**src/rtl/spi_master.sv**
```systemverilog
`default_nettype none
// ============================================================================
//  spi_master : single-byte full-duplex SPI master, all four SPI modes
//  Rev 1.0
// ============================================================================
module spi_master #(
  parameter int SPI_MODE          = 0,
  parameter int CLKS_PER_HALF_BIT = 2
) (
  input  logic       i_Clk,
  input  logic       i_Rst_L,
  input  logic [7:0] i_TX_Byte,
  input  logic       i_TX_DV,
  output logic       o_TX_Ready,
  output logic       o_RX_DV,
  output logic [7:0] o_RX_Byte,
  output logic       o_SPI_Clk,
  input  logic       i_SPI_MISO,
  output logic       o_SPI_MOSI
);

  localparam logic c_CPOL   = 1'((SPI_MODE >> 1) & 1);
  localparam logic c_CPHA   = 1'(SPI_MODE & 1);
  localparam int   c_HALF_W = $clog2(2 * CLKS_PER_HALF_BIT);
  localparam logic [c_HALF_W-1:0] c_LEAD  = c_HALF_W'(CLKS_PER_HALF_BIT - 1);
  localparam logic [c_HALF_W-1:0] c_TRAIL = c_HALF_W'(2 * CLKS_PER_HALF_BIT - 1);
  localparam logic [c_HALF_W-1:0] c_ONE   = c_HALF_W'(1);

  logic                r_tx_ready;
  logic [4:0]          r_edge_cnt;
  logic [c_HALF_W-1:0] r_half_cnt;
  logic                r_spi_clk;
  logic                r_lead;
  logic                r_trail;
  logic [7:0]          r_tx_byte;
  logic [2:0]          r_tx_idx;
  logic                r_mosi;
  logic [2:0]          r_rx_idx;
  logic [6:0]          r_rx_shift;
  logic [7:0]          r_rx_byte;
  logic                r_rx_dv;
  logic                w_load;
  logic                w_shift_out;
  logic                w_sample_in;

  assign w_load = i_TX_DV & r_tx_ready;
  // The final CPHA=0 trailing edge arrives with the edge counter already at 0;
  // it carries no new bit, so MOSI keeps bit 0.
  assign w_shift_out = c_CPHA ? r_lead : (r_trail && (r_edge_cnt != 5'd0));
  assign w_sample_in = c_CPHA ? r_trail : r_lead;

  // SCLK edge generator; r_lead/r_trail are one-clk strobes per SCLK toggle
  always_ff @(posedge i_Clk or negedge i_Rst_L) begin
    if (!i_Rst_L) begin
      r_tx_ready <= 1'b0;
      r_edge_cnt <= 5'd0;
      r_half_cnt <= '0;
      r_spi_clk  <= c_CPOL;
      r_lead     <= 1'b0;
      r_trail    <= 1'b0;
    end else begin
      r_lead  <= 1'b0;
      r_trail <= 1'b0;
      if (w_load) begin
        r_tx_ready <= 1'b0;
        r_edge_cnt <= 5'd16;
        r_half_cnt <= '0;
      end else if (r_edge_cnt != 5'd0) begin
        r_tx_ready <= 1'b0;
        if (r_half_cnt == c_TRAIL) begin
          r_half_cnt <= '0;
          r_edge_cnt <= r_edge_cnt - 5'd1;
          r_trail    <= 1'b1;
          r_spi_clk  <= ~r_spi_clk;
        end else if (r_half_cnt == c_LEAD) begin
          r_half_cnt <= r_half_cnt + c_ONE;
          r_edge_cnt <= r_edge_cnt - 5'd1;
          r_lead     <= 1'b1;
          r_spi_clk  <= ~r_spi_clk;
        end else begin
          r_half_cnt <= r_half_cnt + c_ONE;
        end
      end else begin
        r_tx_ready <= 1'b1;
      end
    end
  end

  always_ff @(posedge i_Clk or negedge i_Rst_L) begin
    if (!i_Rst_L) begin
      r_tx_byte <= 8'h00;
      r_tx_idx  <= 3'd7;
      r_mosi    <= 1'b0;
    end else if (w_load) begin
      r_tx_byte <= i_TX_Byte;
      if (!c_CPHA) begin
        r_mosi   <= i_TX_Byte[7];
        r_tx_idx <= 3'd6;
      end else begin
        r_tx_idx <= 3'd7;
      end
    end else if (w_shift_out) begin
      r_mosi   <= r_tx_byte[r_tx_idx];
      r_tx_idx <= r_tx_idx - 3'd1;
    end
  end

  // Received bits collect in a shadow register so o_RX_Byte only moves with o_RX_DV
  always_ff @(posedge i_Clk or negedge i_Rst_L) begin
    if (!i_Rst_L) begin
      r_rx_idx   <= 3'd7;
      r_rx_shift <= 7'd0;
      r_rx_byte  <= 8'h00;
      r_rx_dv    <= 1'b0;
    end else begin
      r_rx_dv <= 1'b0;
      if (w_load) begin
        r_rx_idx <= 3'd7;
      end else if (w_sample_in) begin
        r_rx_shift <= {r_rx_shift[5:0], i_SPI_MISO};
        r_rx_idx   <= r_rx_idx - 3'd1;
        if (r_rx_idx == 3'd0) begin
          r_rx_byte <= {r_rx_shift, i_SPI_MISO};
          r_rx_dv   <= 1'b1;
        end
      end
    end
  end

  assign o_TX_Ready = r_tx_ready;
  assign o_RX_DV    = r_rx_dv;
  assign o_RX_Byte  = r_rx_byte;
  assign o_SPI_Clk  = r_spi_clk;
  assign o_SPI_MOSI = r_mosi;

endmodule
`default_nettype wire

```
**config.mk**
```make
export PLATFORM = sky130hd
export DESIGN_NAME = spi_master
export DESIGN_NICKNAME = d
export VERILOG_FILES = /design/src/rtl/spi_master.sv
export SDC_FILE = /design/constraint.sdc
export NUM_CORES = 1
export LEC_CHECK = 0
export ABC_AREA = 0
export BUFFER_PORTS_ARGS = -buffer_cell sky130_fd_sc_hd__buf_2
export CAP_MARGIN = 40
export CORE_MARGIN = 4
export CORE_UTILIZATION = 60
export CTS_BUF_LIST = sky130_fd_sc_hd__clkbuf_2 sky130_fd_sc_hd__clkbuf_4 sky130_fd_sc_hd__clkbuf_8
export CTS_CLUSTER_SIZE = 8
export DETAILED_ROUTE_END_ITERATION = 8
export GPL_TIMING_DRIVEN = 0
export PLACE_DENSITY = 0.79
export SETUP_SLACK_MARGIN = 0.2
export SLEW_MARGIN = 20
export SYNTH_ARGS = -nofsm -noshare
export SYNTH_HDL_FRONTEND = slang
export SYNTH_SLANG_ARGS = --single-unit
```
**constraint.sdc**
```tcl
create_clock -name i_Clk -period 4 [get_ports i_Clk]
set_clock_uncertainty 0.15 [all_clocks]
set_input_delay 0.4 -clock i_Clk [delete_from_list [all_inputs] [get_ports i_Clk]]
set_output_delay 0.4 -clock i_Clk [all_outputs]
set_load 0.01 [all_outputs]
```
**Yosys cells after proc, flatten, opt, wreduce, memory -nomap -nowiden**

Cells that the tools add are included.

- Add/sub/neg operators: 4
- Multiply operators: 0
- Divide/modulo/power cells: 0
- Magnitude comparators: 1
- Equality and inequality tests: 2
- Shift operators: 0
- Multiplexer cells: 29
- Bitwise gates (word level): 3
- Reduce and logical (&&, ||, !) cells: 12

Operator list:

| kind | count |
|---|---|
| $mux 5 | 4 |
| $mux 1 | 17 |
| $mux 3 | 4 |
| $reduce_bool 2->1 | 4 |
| $mux 2 | 3 |
| $reduce_and 3->1 | 2 |
| $sub 3x1->3 const B | 2 |
| $reduce_bool 5->1 | 1 |
| $sub 5x1->5 const B | 1 |
| $lt 3x4->1 const B | 1 |
| $reduce_and 2->1 | 2 |
| $bmux 1 s3 | 1 |
| $logic_not 3->1 | 1 |
| $reduce_bool 3->1 | 1 |
| $add 2x1->2 const B | 1 |
| $eq 2x1->1 const B | 1 |
| $eq 2x2->1 const B | 1 |
| $not 1->1 | 2 |
| $and 1x1->1 | 1 |
| $logic_and 1x1->1 | 1 |

- Register bits after elaboration: 42
- Bits in latches: 0
- RAM bits: 0
- Bits in read-only memories: 0
- Input bits: 12
- Output and inout port bits: 12
- Logic and storage cells: 64
- Memories kept: 0

**Logic depth before layout (Yosys ltp)**

Gate-level depths: netlist (run 1).

- Depth after elaboration: 5
- Mapped depth: 7
- Depth with buffers taken out: 6

**Worst setup path before layout (run 1)**

No wires, ideal clock.

- Path kind: flip-flop to flip-flop
- From: register r_edge_cnt[0]
- To: register r_tx_idx[2]
- Library setup time: 90 ps
- Data arrival time: 1447 ps
- Data required time: 3760 ps
- Setup slack: 2312 ps
- Stages on the path, launching flop included: 8
- Path buffers: 1
- Clock period less this slack: 1688 ps
- Path through: dfrtp_1 -> inv_1 -> ha_1 -> or4b_1 -> buf_2 -> nand3_1 -> xor2_1 -> nand2_1

- Cells in the longest elaborated chain, start to end: 3

RTL lines:

| item | line | text |
|---|---|---|
| from (decl) | 30 | `logic [4:0] r_edge_cnt;` |
| from (signal assigned) | 72 | `r_edge_cnt <= r_edge_cnt - 5'd1;` |
| from (signal assigned) | 77 | `r_edge_cnt <= r_edge_cnt - 5'd1;` |
| $reduce_bool 5->1 | 49 | `assign w_shift_out = c_CPHA ? r_lead : (r_trail && (r_edge_cnt != 5'd0));` |
| $logic_and 1x1->1 | 49 |  |
| $reduce_bool 2->1 (no source line) | - |  |
| to (signal assigned) | 104 | `r_tx_idx <= r_tx_idx - 3'd1;` |
| to (decl) | 36 | `logic [2:0] r_tx_idx;` |

No other way between the ends.
A chain may end at the register's enable or synchronous reset.

**Worst setup path after layout (run 1)**

Same ends and word-level chain as after synthesis.

==> results.toml, run 1 <==
[drt]
drt_iter0_drc = 117
drt_wl_total_microns = 3170
ant_nets = 0
routed_via_density = 5.48
dr.pass1.iters = 4
wire_per_inst_microns = 14.2
drc = 0
vias = 1223

[die]
dieArea_sq_um = 4020
core-area_sq_um = 2850
die_w_microns = 63.4
initial_utilization_pct = 64.5
ios = 24
rows = 19
die_height_microns = 63.4

[logic_synthesis]
synth_edf_count = 0
synthXorXnorAreaFrac_pct = 2.86
synth_flop_cell = "dfrtp_1"
syn_avg_cell_area_sq_um = 11.6
async_reset_ff_share_pct = 100
synth-seq-cells = 42
synthSimpleGateAreaFrac_pct = 14.6
synth_compound_gate_area_share_pct = 5.23
synthMuxAreaShare_pct = 11.5
syn_inst = 159
synth_fp_nets = 179
ys_top_cells_by_area = "dfrtp_1 (49%), mux2_2 (9.2%), dfstp_2 (8.6%), nand2_1 (6.1%), ha_1 (5.4%)"
synthAdderAreaFrac_pct = 5.44
synth_top_area_share_pct = 48.9
synth_warnings = 0
yosysSeqAreaShare_pct = 57.5
synthDistinctLibCells = 30
syn_area_sq_um = 1840
synth_top_family_by_area = "simple AND/OR/NAND/NOR gates"
yosys.area.top_type = "dfrtp_1"

[layout]
multi_input_area_sq_um = 729
final_area_sq_um = 2110
num-fill-cells = 217
drive_above_1_share_pct = 31.8
fin_nets = 211
regArea_sq_um = 1060
area.growth.synth_to_final_pct = 14.9
antennaDiodeCount = 0

[clocking]
clkLatencyLatePin_ns = 0.33
cts_tree = "yes"
cts-root-buf = "clkbuf_4"
post_cts_resized = 0
cts_sinks = 42
clk_pin_slew_ns = 0.12
cts_buffers = 5
cts.path.max_buffers = 2
cts-htree-levels = 2
cts_setup_buffers = 0

[run_status]
status = "complete, no violations"

[global_route]
grt_use_total_pct = 18.8
grt_max_degree = 27
antenna_found_initial = 0
grt_pass1_vias = 1296
grt_pass1_wl_microns = 5850
grt-ovfl-total = 0

[critical_path]
cpMaxStageDelayCell = "or4b_1"
critPathKind = "register to register"
slowest_delay_ns = 0.43
cp_max_fo = 8
critical_path.cell_chain = "inv_1 -> ha_1 -> or4b_1 -> buf_2 -> nand3_1 -> xor2_1 -> nand2_1"
cp.required_ns = 4.11
crit_path_end_kind = "register"
crit_path_start_kind = "register"
arrival_ns = 1.92

[power]
p_comb_share_pct = 35.3
p_sw_share_pct = 33.5
intPower_uw = 1090
clock_power_share_pct = 16.5
seq_power_share_pct = 48.2
p_per_area_nw_per_um2 = 774
leakage_uw = 0.00109
p_sw_uw = 548
peakVddDrop_mv = 0.513

[sta]
rsz0062_at_grt = "no"
tightest_slew_ns = 0.502
period_needed_ns = 1.81
setup_tns_ns = 0
hold_viol = 0
post-route-period-util_pct = 45.2
setup_violations = 0
fmax_mhz = 553
drv_slew = 0
relSlewSlack_pct = 66.5

[place]
placedInstanceArea_sq_um = 2020
dp_hpwl_microns = 2390
port_buffers = 23
routabilityCongestion = 0.781

[run]
cap_violations = 0

[worst_hold_path]
hp-class = "primary input to register"
registers in the layout, summed over array words and instances (netlist names):
name        count
o_SPI_Clk       1
r_rx_idx        3
r_tx_idx        3
r_lead          1
r_edge_cnt      5
o_RX_DV         1
r_tx_byte       8
o_TX_Ready      1
o_SPI_MOSI      1
r_rx_shift      7
r_half_cnt      2
r_trail         1
o_RX_Byte       8
cell usage after synthesis (3+ instances only):
cell type  count
a21oi_1        5
and3_1         3
buf_2          3
dfrtp_1       36
dfstp_2        6
ha_1           8
inv_1          8
mux2_2        15
nand2_1       30
nor2_1        12
nor3_1         3
o21ai_0        3
xnor2_1        5
critical path: cells and delay by family (launching register included):
family,cells,cell delay (ns)
XOR/XNOR,1,0.15
adder cells (fa/ha/maj),1,0.18
buffers and inverters,2,0.26
flip-flops,1,0.41
AND/OR/NAND/NOR,3,0.60
power by group through the flow:
| stage | combinational [uW] | sequential, uW | clock (uW) |
|---|---|---|---|
| floorplan | 417 | 784 | 0 |
| global placement | 539 | 784 | 0 |
| detailed placement | 584 | 796 | 0 |
| CTS | 588 | 789 | 282 |
| global route | 659 | 823 | 305 |
| finish | 577 | 790 | 270 |
timing repair:
| action | 4_1_cts | 5_1_grt |
|---|---|---|
| hold endpoints to repair | 14 | 0 |
| endpoints found under the setup margin | 0 | 0 |
| hold buffers | 1 | 0 |
per-stage QoR:
step	util (%)	hold WS, ns	worst slack (ns)	cells	power, uW
floorplan	-	-0.0456	2.31	159	1200
global placement	69.9	0.309	2.12	213	1320
detailed placement	70.9	0.208	2.07	214	1380
CTS	74.1	0.0832	2.19	223	1660
global route	74.1	0.0868	2.02	223	1790
finish	74.1	0.0953	2.19	223	1640
area by class of cell:
class,count,share of cell area [%]
inverters,8,1.42
plain buffers,5,1.07
clock buffers,7,2.49
repair buffers,25,7.22
multi-input cells,104,34.5
clock inverters,1,1.42
flip-flops and latches,42,50.1
well taps,31,1.83
logic make-up after synthesis:
group | count (synthesis)
buffers and inverters | 13
DFF | 42
muxes | 18
and+or+nand+nor | 57
xor gates and xnor gates | 6
AOI/OAI and AO/OA | 15
adders and majority gates | 8
worst paths after layout:
kind | from | to | slack [ns] | depth (start not counted)
worst max-delay path | r_edge_cnt[0]$_DFFE_PN0P_ | r_tx_idx[2]$_DFFE_PN1P_ | 2.19 | 7
worst min-delay path | i_TX_Byte[0] | r_tx_byte[0]$_DFFE_PN0N_ | 0.1 | 3
worst max register to register | r_edge_cnt[0]$_DFFE_PN0P_ | r_tx_idx[2]$_DFFE_PN1P_ | 2.19 | 7
worst min register to register | o_SPI_Clk$_DFFE_PN0P_ | o_SPI_Clk$_DFFE_PN0P_ | 0.34 | 1
max in group asynchronous | i_Rst_L | r_rx_idx[0]$_DFFE_PN1P_ | 2.80 | 3
min in group asynchronous | i_Rst_L | r_tx_byte[0]$_DFFE_PN0N_ | 0.37 | 2
layer usage:
layer  global-route usage [%]  routed length [microns]  vias up
li1                         -                        -      595
met1                     23.1                     1350      604
met2                     31.8                     1660       19
met3                     4.62                      116        5
met4                     7.01                       40        0
met5                        0                        0        -
cell usage in the layout, fill, tap and decap left out, drive strengths merged:
cell type / instances
a211oi: 2
o211ai: 2
a21oi: 5
nand3: 1
nand3b: 1
nor3: 3
xor2: 1
and2: 2
bufinv: 1
xnor2: 5
a311o: 1
o2bb2ai: 1
nor4b: 1
mux4: 1
ha: 8
or4b: 1
o31ai: 1
mux2i: 2
nor2: 12
nand2: 32
mux2: 15
dfrtp: 36
inv: 8
buf: 27
dfstp: 6
clkbuf: 9
o21ai: 3
and3: 3
or3: 1
dlygate4sd3: 1
(Power assumes the default switching activity.)
==> run 2: changes to the inputs <==
--- a/config.mk
+++ b/config.mk
@@ -5,7 +5,7 @@
 export SDC_FILE = /design/constraint.sdc
 export NUM_CORES = 1
 export LEC_CHECK = 0
-export ABC_AREA = 0
+export ABC_AREA = 1
 export BUFFER_PORTS_ARGS = -buffer_cell sky130_fd_sc_hd__buf_2
 export CAP_MARGIN = 40
 export CORE_MARGIN = 4
==> constraint.sdc (replaced) <==
create_clock -name i_Clk -period 1.7 [get_ports i_Clk]
set_clock_uncertainty 0.15 [all_clocks]
set_input_delay 0.17 -clock i_Clk [delete_from_list [all_inputs] [get_ports i_Clk]]
set_output_delay 0.17 -clock i_Clk [all_outputs]
set_load 0.01 [all_outputs]
==> run 2 against run 1 <==
  * Sequential power rose by 130%
  * Sequential cell count did not move
  * Utilization rose by 6.6 points
  * Fmax rose by 24%
  * Die area rose by 6.9%
  * Largest power group is now combinational cells
==> results.toml, run 2 <==
[run_status]
status = "complete, no violations"

[sta]
post-route-period-util_pct = 85.9
fmax_mhz = 685
rsz0062_at_grt = "yes"
period_needed_ns = 1.46
tightest_slew_ns = 0.399
setup_violations = 0
hold_viol = 0
fin_ws_ns = 0.240
drv_slew = 0
setup_tns_ns = 0
relSlewSlack_pct = 73.4

[critical_path]
slowest_delay_ns = 0.56
critical_path.cell_chain = "inv_2 -> buf_4 -> buf_4 -> ha_1 -> nand2_1 -> nand2_1 -> nand3_1"
cp_max_fo = 2
arrival_ns = 1.62
crit_path_start_kind = "register"
cp.required_ns = 1.86
r2r_cells = 7
cpMaxStageDelayCell = "dfstp_2"
crit_path_end_kind = "register"
critPathKind = "register to register"

[drt]
routed_via_density = 4.90
drc = 0
wire_per_inst_microns = 12.6
dr.pass1.iters = 4
drt_wl_total_microns = 3960
vias = 1533
drt_iter0_drc = 71
ant_nets = 0

[global_route]
antenna_found_initial = 0
grt_use_total_pct = 21.5
grt_pass1_wl_microns = 6910
grt-ovfl-total = 0
grt_max_degree = 27
grt_pass1_vias = 1557

[layout]
num-fill-cells = 213
regArea_sq_um = 1060
multi_input_area_sq_um = 836
final_common_cell = "nand2_1"
layout_common_cells = "nand2_1 (53), dfrtp_1 (36), inv_1 (31)"
area.growth.synth_to_final_pct = 26.1
fin_nets = 288
final_core_util_pct = 80.7
antennaDiodeCount = 0
drive_above_1_share_pct = 30.5
final_area_sq_um = 2500

[power]
p_comb_share_pct = 47.4
seq_power_share_pct = 40.6
p_per_area_nw_per_um2 = 1770
peakVddDrop_mv = 1.08
p_sw_share_pct = 42.0
leakage_uw = 0.00134
intPower_uw = 2560
clock_power_share_pct = 12.0
p_sw_uw = 1860
power_uw = 4420

[die]
rows = 20
dieArea_sq_um = 4290
die_height_microns = 65.5
core-area_sq_um = 3100
die_w_microns = 65.5
initial_utilization_pct = 64.0
ios = 24

[logic_synthesis]
async_reset_ff_share_pct = 100
synth_edf_count = 0
synth_top_area_share_pct = 45.4
synthDistinctLibCells = 27
post-synth-top-count-cell = "nand2_1"
synth_flop_cell = "dfrtp_1"
syn_inst = 219
syn_area_sq_um = 1990
ys_top_cells_by_area = "dfrtp_1 (45%), nand2_1 (10%), dfstp_2 (7.9%), inv_1 (6.6%), ha_1 (5.0%)"
synth_fp_nets = 239
synth_warnings = 0
synthTopCellsByCount = "nand2_1 (54), dfrtp_1 (36), inv_1 (35)"
yosysSeqAreaShare_pct = 53.3
syn_avg_cell_area_sq_um = 9.07
synth-seq-cells = 42
yosys.area.top_type = "dfrtp_1"

[clocking]
cts.path.max_buffers = 2
cts-htree-levels = 2
cts_sinks = 42
cts_tree = "yes"
clkLatencyLatePin_ns = 0.36
cts_buffers = 5
clk_pin_slew_ns = 0.13
cts-root-buf = "clkbuf_4"

[run]
cap_violations = 0

[worst_hold_path]
hp-class = "primary input to register"
min_path_cells = 4

[place]
dp_slack_ns = 0.130
dp_hpwl_microns = 2650
placedInstanceArea_sq_um = 2180
routabilityCongestion = 0.790
port_buffers = 23
run 2: cell count changes in the layout (fill, tap and decap cells not counted), sizes merged, moves of 5 or more:
| cell | previous run | this run |
|---|---|---|
| inv | 8 | 37 |
| nand2 | 32 | 60 |
| o21ai | 3 | 23 |
| nand3 | 1 | 19 |
| mux2 | 15 | 0 |
| buf | 27 | 36 |
| dlygate4sd3 | 1 | 10 |
| xnor2 | 5 | 0 |
run 2: power by group through the flow:
stage | clock (uW) | sequential [uW] | combinational [uW]
2_1_floorplan | 0 | 1790 | 1320
3_3_place_gp | 0 | 1770 | 1710
3_5_place_dp | 0 | 1790 | 1800
4_1_cts | 542 | 1780 | 1940
5_1_grt | 586 | 1850 | 2390
6_report | 530 | 1800 | 2100
run 2: what timing repair did:
action	in CTS	in global routing
cloned	1	0
hold endpoints to repair	48	0
pin swaps	4	1
endpoints found under the setup margin	12	9
resized for setup	11	11
hold buffers	10	0
setup buffers	3	4
run 2: worst max-delay path, delay by kind of cell, from the launching register on:
family | cells | cell delay (ns)
flip-flops | 1 | 0.56
adder cells (fa/ha/maj) | 1 | 0.20
buffers and inverters | 3 | 0.30
AND/OR/NAND/NOR | 3 | 0.21
run 2: logic make-up (layout without fill, tap and decap cells):
logic type                 Yosys count  count (layout)  share of synthesized area, %
AOI/OAI and AO/OA                   31              31                          8.95
DFF                                 42              42                          53.3
adders and majority gates            8               8                          5.04
xor gates and xnor gates             1               1                         0.441
and+or+nand+nor                     96              96                          23.6
buffers and inverters               41              91                          8.63
run 2: metrics by stage:
stage	instances	hold WS, ns
finish	313	0.0647
global route	313	0.0781
CTS	309	0.0414
detailed placement	287	-0.0320
global placement	286	0.197
floorplan	219	-0.276
run 2: final timing paths:
check | start | to | slack [ns]
hold / removal | i_TX_DV | o_TX_Ready$_DFF_PN0_ | 0.06
min in group asynchronous | i_Rst_L | r_edge_cnt[0]$_DFFE_PN0P_ | 0.12
setup / recovery | r_rx_idx[0]$_DFFE_PN1P_ | r_rx_idx[2]$_DFFE_PN1P_ | 0.24
hold reg to reg | r_edge_cnt[4]$_DFFE_PN0P_ | r_edge_cnt[4]$_DFFE_PN0P_ | 0.34
setup reg to reg | r_rx_idx[0]$_DFFE_PN1P_ | r_rx_idx[2]$_DFFE_PN1P_ | 0.24
max in group asynchronous | i_Rst_L | r_rx_idx[0]$_DFFE_PN1P_ | 0.75
run 2: layout make-up:
type	count	area share [%]
plain buffers	4	1.45
clock buffers	6	2.05
clock inverters	2	0.500
inverters	37	5.55
multi-input cells	136	33.4
flip-flops and latches	42	42.3
well taps	44	2.20
repair buffers	42	12.6
run 2: metal layers:
metal	global-route usage, %	share of wire, %	wire [microns]
met3	7.01	3.9	153
met1	26.0	44	1720
met5	0	0	0
met4	8.81	1.7	69
met2	35.1	51	2010
==> run 3: changes to the inputs <==
--- a/config.mk
+++ b/config.mk
@@ -15,6 +15,7 @@
 export DETAILED_ROUTE_END_ITERATION = 8
 export GPL_TIMING_DRIVEN = 0
 export PLACE_DENSITY = 0.79
+export RECOVER_POWER = 25
 export SETUP_SLACK_MARGIN = 0.2
 export SLEW_MARGIN = 20
 export SYNTH_ARGS = -nofsm -noshare
==> run 3 against run 2 <==
  * Worst hold slack is the same
  * Sequential share of layout area is essentially flat
  * Die area is the same
  * Sequential power is essentially flat
  * Sequential cell count is the same
  * Highest routed layer unchanged
  * Register-to-register slack is essentially flat
  * Utilization is essentially flat
  * Power is essentially flat
==> results.toml, run 3 (synthesis gave the netlist of run 2 again) <==
[critical_path]
cp_max_fo = 2
arrival_ns = 1.62
cp.required_ns = 1.86
crit_path_end_kind = "register"
crit_path_start_kind = "register"
critPathKind = "register to register"

[drt]
dr.pass1.iters = 4
wire_per_inst_microns = 12.6
drt_wl_total_microns = 3960
ant_nets = 0
drt_iter0_drc = 71
routed_via_density = 4.90
vias = 1533
drc = 0

[layout]
antennaDiodeCount = 0
layout_common_cells = "nand2_1 (53), dfrtp_1 (36), inv_1 (31)"
fin_nets = 288
area.growth.synth_to_final_pct = 26.0
final_area_sq_um = 2500
drive_above_1_share_pct = 30.1
regArea_sq_um = 1060
final_common_cell = "nand2_1"
multi_input_area_sq_um = 836
num-fill-cells = 214

[run]
cap_violations = 0

[power]
seq_power_share_pct = 40.6
peakVddDrop_mv = 1.08
intPower_uw = 2560
leakage_uw = 0.00134
power_uw = 4420
p_comb_share_pct = 47.4
clock_power_share_pct = 12.0
p_sw_share_pct = 42.0
p_per_area_nw_per_um2 = 1770
p_sw_uw = 1860

[sta]
hold_ws_ns = 0.0647
post-route-period-util_pct = 85.9
drv_slew = 0
rsz0062_at_grt = "yes"
tightest_slew_ns = 0.953
setup_violations = 0
fmax_mhz = 685
setup_tns_ns = 0
period_needed_ns = 1.46
hold_viol = 0
relSlewSlack_pct = 36.4

[clocking]
cts_buffers = 5
cts_sinks = 42
cts_tree = "yes"
cts-root-buf = "clkbuf_4"
clkLatencyLatePin_ns = 0.36
clk_pin_slew_ns = 0.13
cts.path.max_buffers = 2
cts-htree-levels = 2

[worst_hold_path]
hp-class = "primary input to register"

[place]
port_buffers = 23
dp_hpwl_microns = 2650
routabilityCongestion = 0.790
placedInstanceArea_sq_um = 2180

[global_route]
grt-ovfl-total = 0
antenna_found_initial = 0
grt_pass1_vias = 1557
grt_pass1_wl_microns = 6910
grt_use_total_pct = 21.5
grt_max_degree = 27

[die]
die_height_microns = 65.5
rows = 20
core-area_sq_um = 3100
ios = 24
die_w_microns = 65.5
dieArea_sq_um = 4290
initial_utilization_pct = 64.0

[run_status]
status = "complete, no violations"
-- run 3: final timing paths --
check / from / endpoint / slack (ns) / cells after the start
worst max-delay path: r_rx_idx[0]$_DFFE_PN1P_ / r_rx_idx[2]$_DFFE_PN1P_ / 0.24 / 7
worst min-delay path: i_TX_DV / o_TX_Ready$_DFF_PN0_ / 0.06 / 4
worst max register to register: r_rx_idx[0]$_DFFE_PN1P_ / r_rx_idx[2]$_DFFE_PN1P_ / 0.24 / 7
worst min register to register: r_edge_cnt[4]$_DFFE_PN0P_ / r_edge_cnt[4]$_DFFE_PN0P_ / 0.34 / 2
max in group asynchronous: i_Rst_L / r_rx_idx[0]$_DFFE_PN1P_ / 0.36 / 3
min in group asynchronous: i_Rst_L / r_edge_cnt[0]$_DFFE_PN0P_ / 0.32 / 2
-- run 3: worst max-delay path: stages (launching register included) --
cell     delay [ns]
dfstp_2        0.56
inv_2          0.05
buf_4          0.13
buf_4          0.12
ha_1           0.20
nand2_1        0.07
nand2_1        0.06
nand3_1        0.08
-- run 3: power groups by stage --
| stage | logic (uW) | clock network (uW) | registers, uW |
|---|---|---|---|
| floorplan | 1320 | 0 | 1790 |
| global placement | 1710 | 0 | 1770 |
| detailed placement | 1800 | 0 | 1790 |
| CTS | 1940 | 542 | 1780 |
| global route | 2390 | 586 | 1850 |
| finish | 2100 | 530 | 1800 |
-- run 3: final cells by class --
cell class	count	share of cell area, %
sequential	42	42.3
multi-input combinational	136	33.4
timing repair buffer	42	12.5
inverter	37	5.55
tap	44	2.20
clock buffer	6	2.05
buffer	4	1.45
clock inverter	2	0.500
-- run 3: repair_timing --
| item | in CTS | in global routing |
|---|---|---|
| pin swaps | 4 | 1 |
| cloned | 1 | 0 |
| buffers inserted | 3 | 4 |
| setup endpoints to repair | 12 | 9 |
| hold buffers | 10 | 0 |
| resized for setup | 11 | 11 |
| hold endpoints to repair | 48 | 0 |
-- run 3: metal layers --
metal  up-vias  track usage (%)  share of wire (%)
met5         -                0                  0
met2        27             35.1                 51
met1       715             26.0                 44
li1        784                -                  -
met4         0             8.81                1.7
met3         7             7.01                3.9
-- run 3: stage by stage --
step	std cells	util, %	setup slack (ns)
4_1_cts	309	78.5	0.203
6_report	313	80.6	0.240
3_5_place_dp	287	70.1	0.130
5_1_grt	313	80.6	0.160
2_1_floorplan	219	-	0.251
3_3_place_gp	286	69.5	0.162
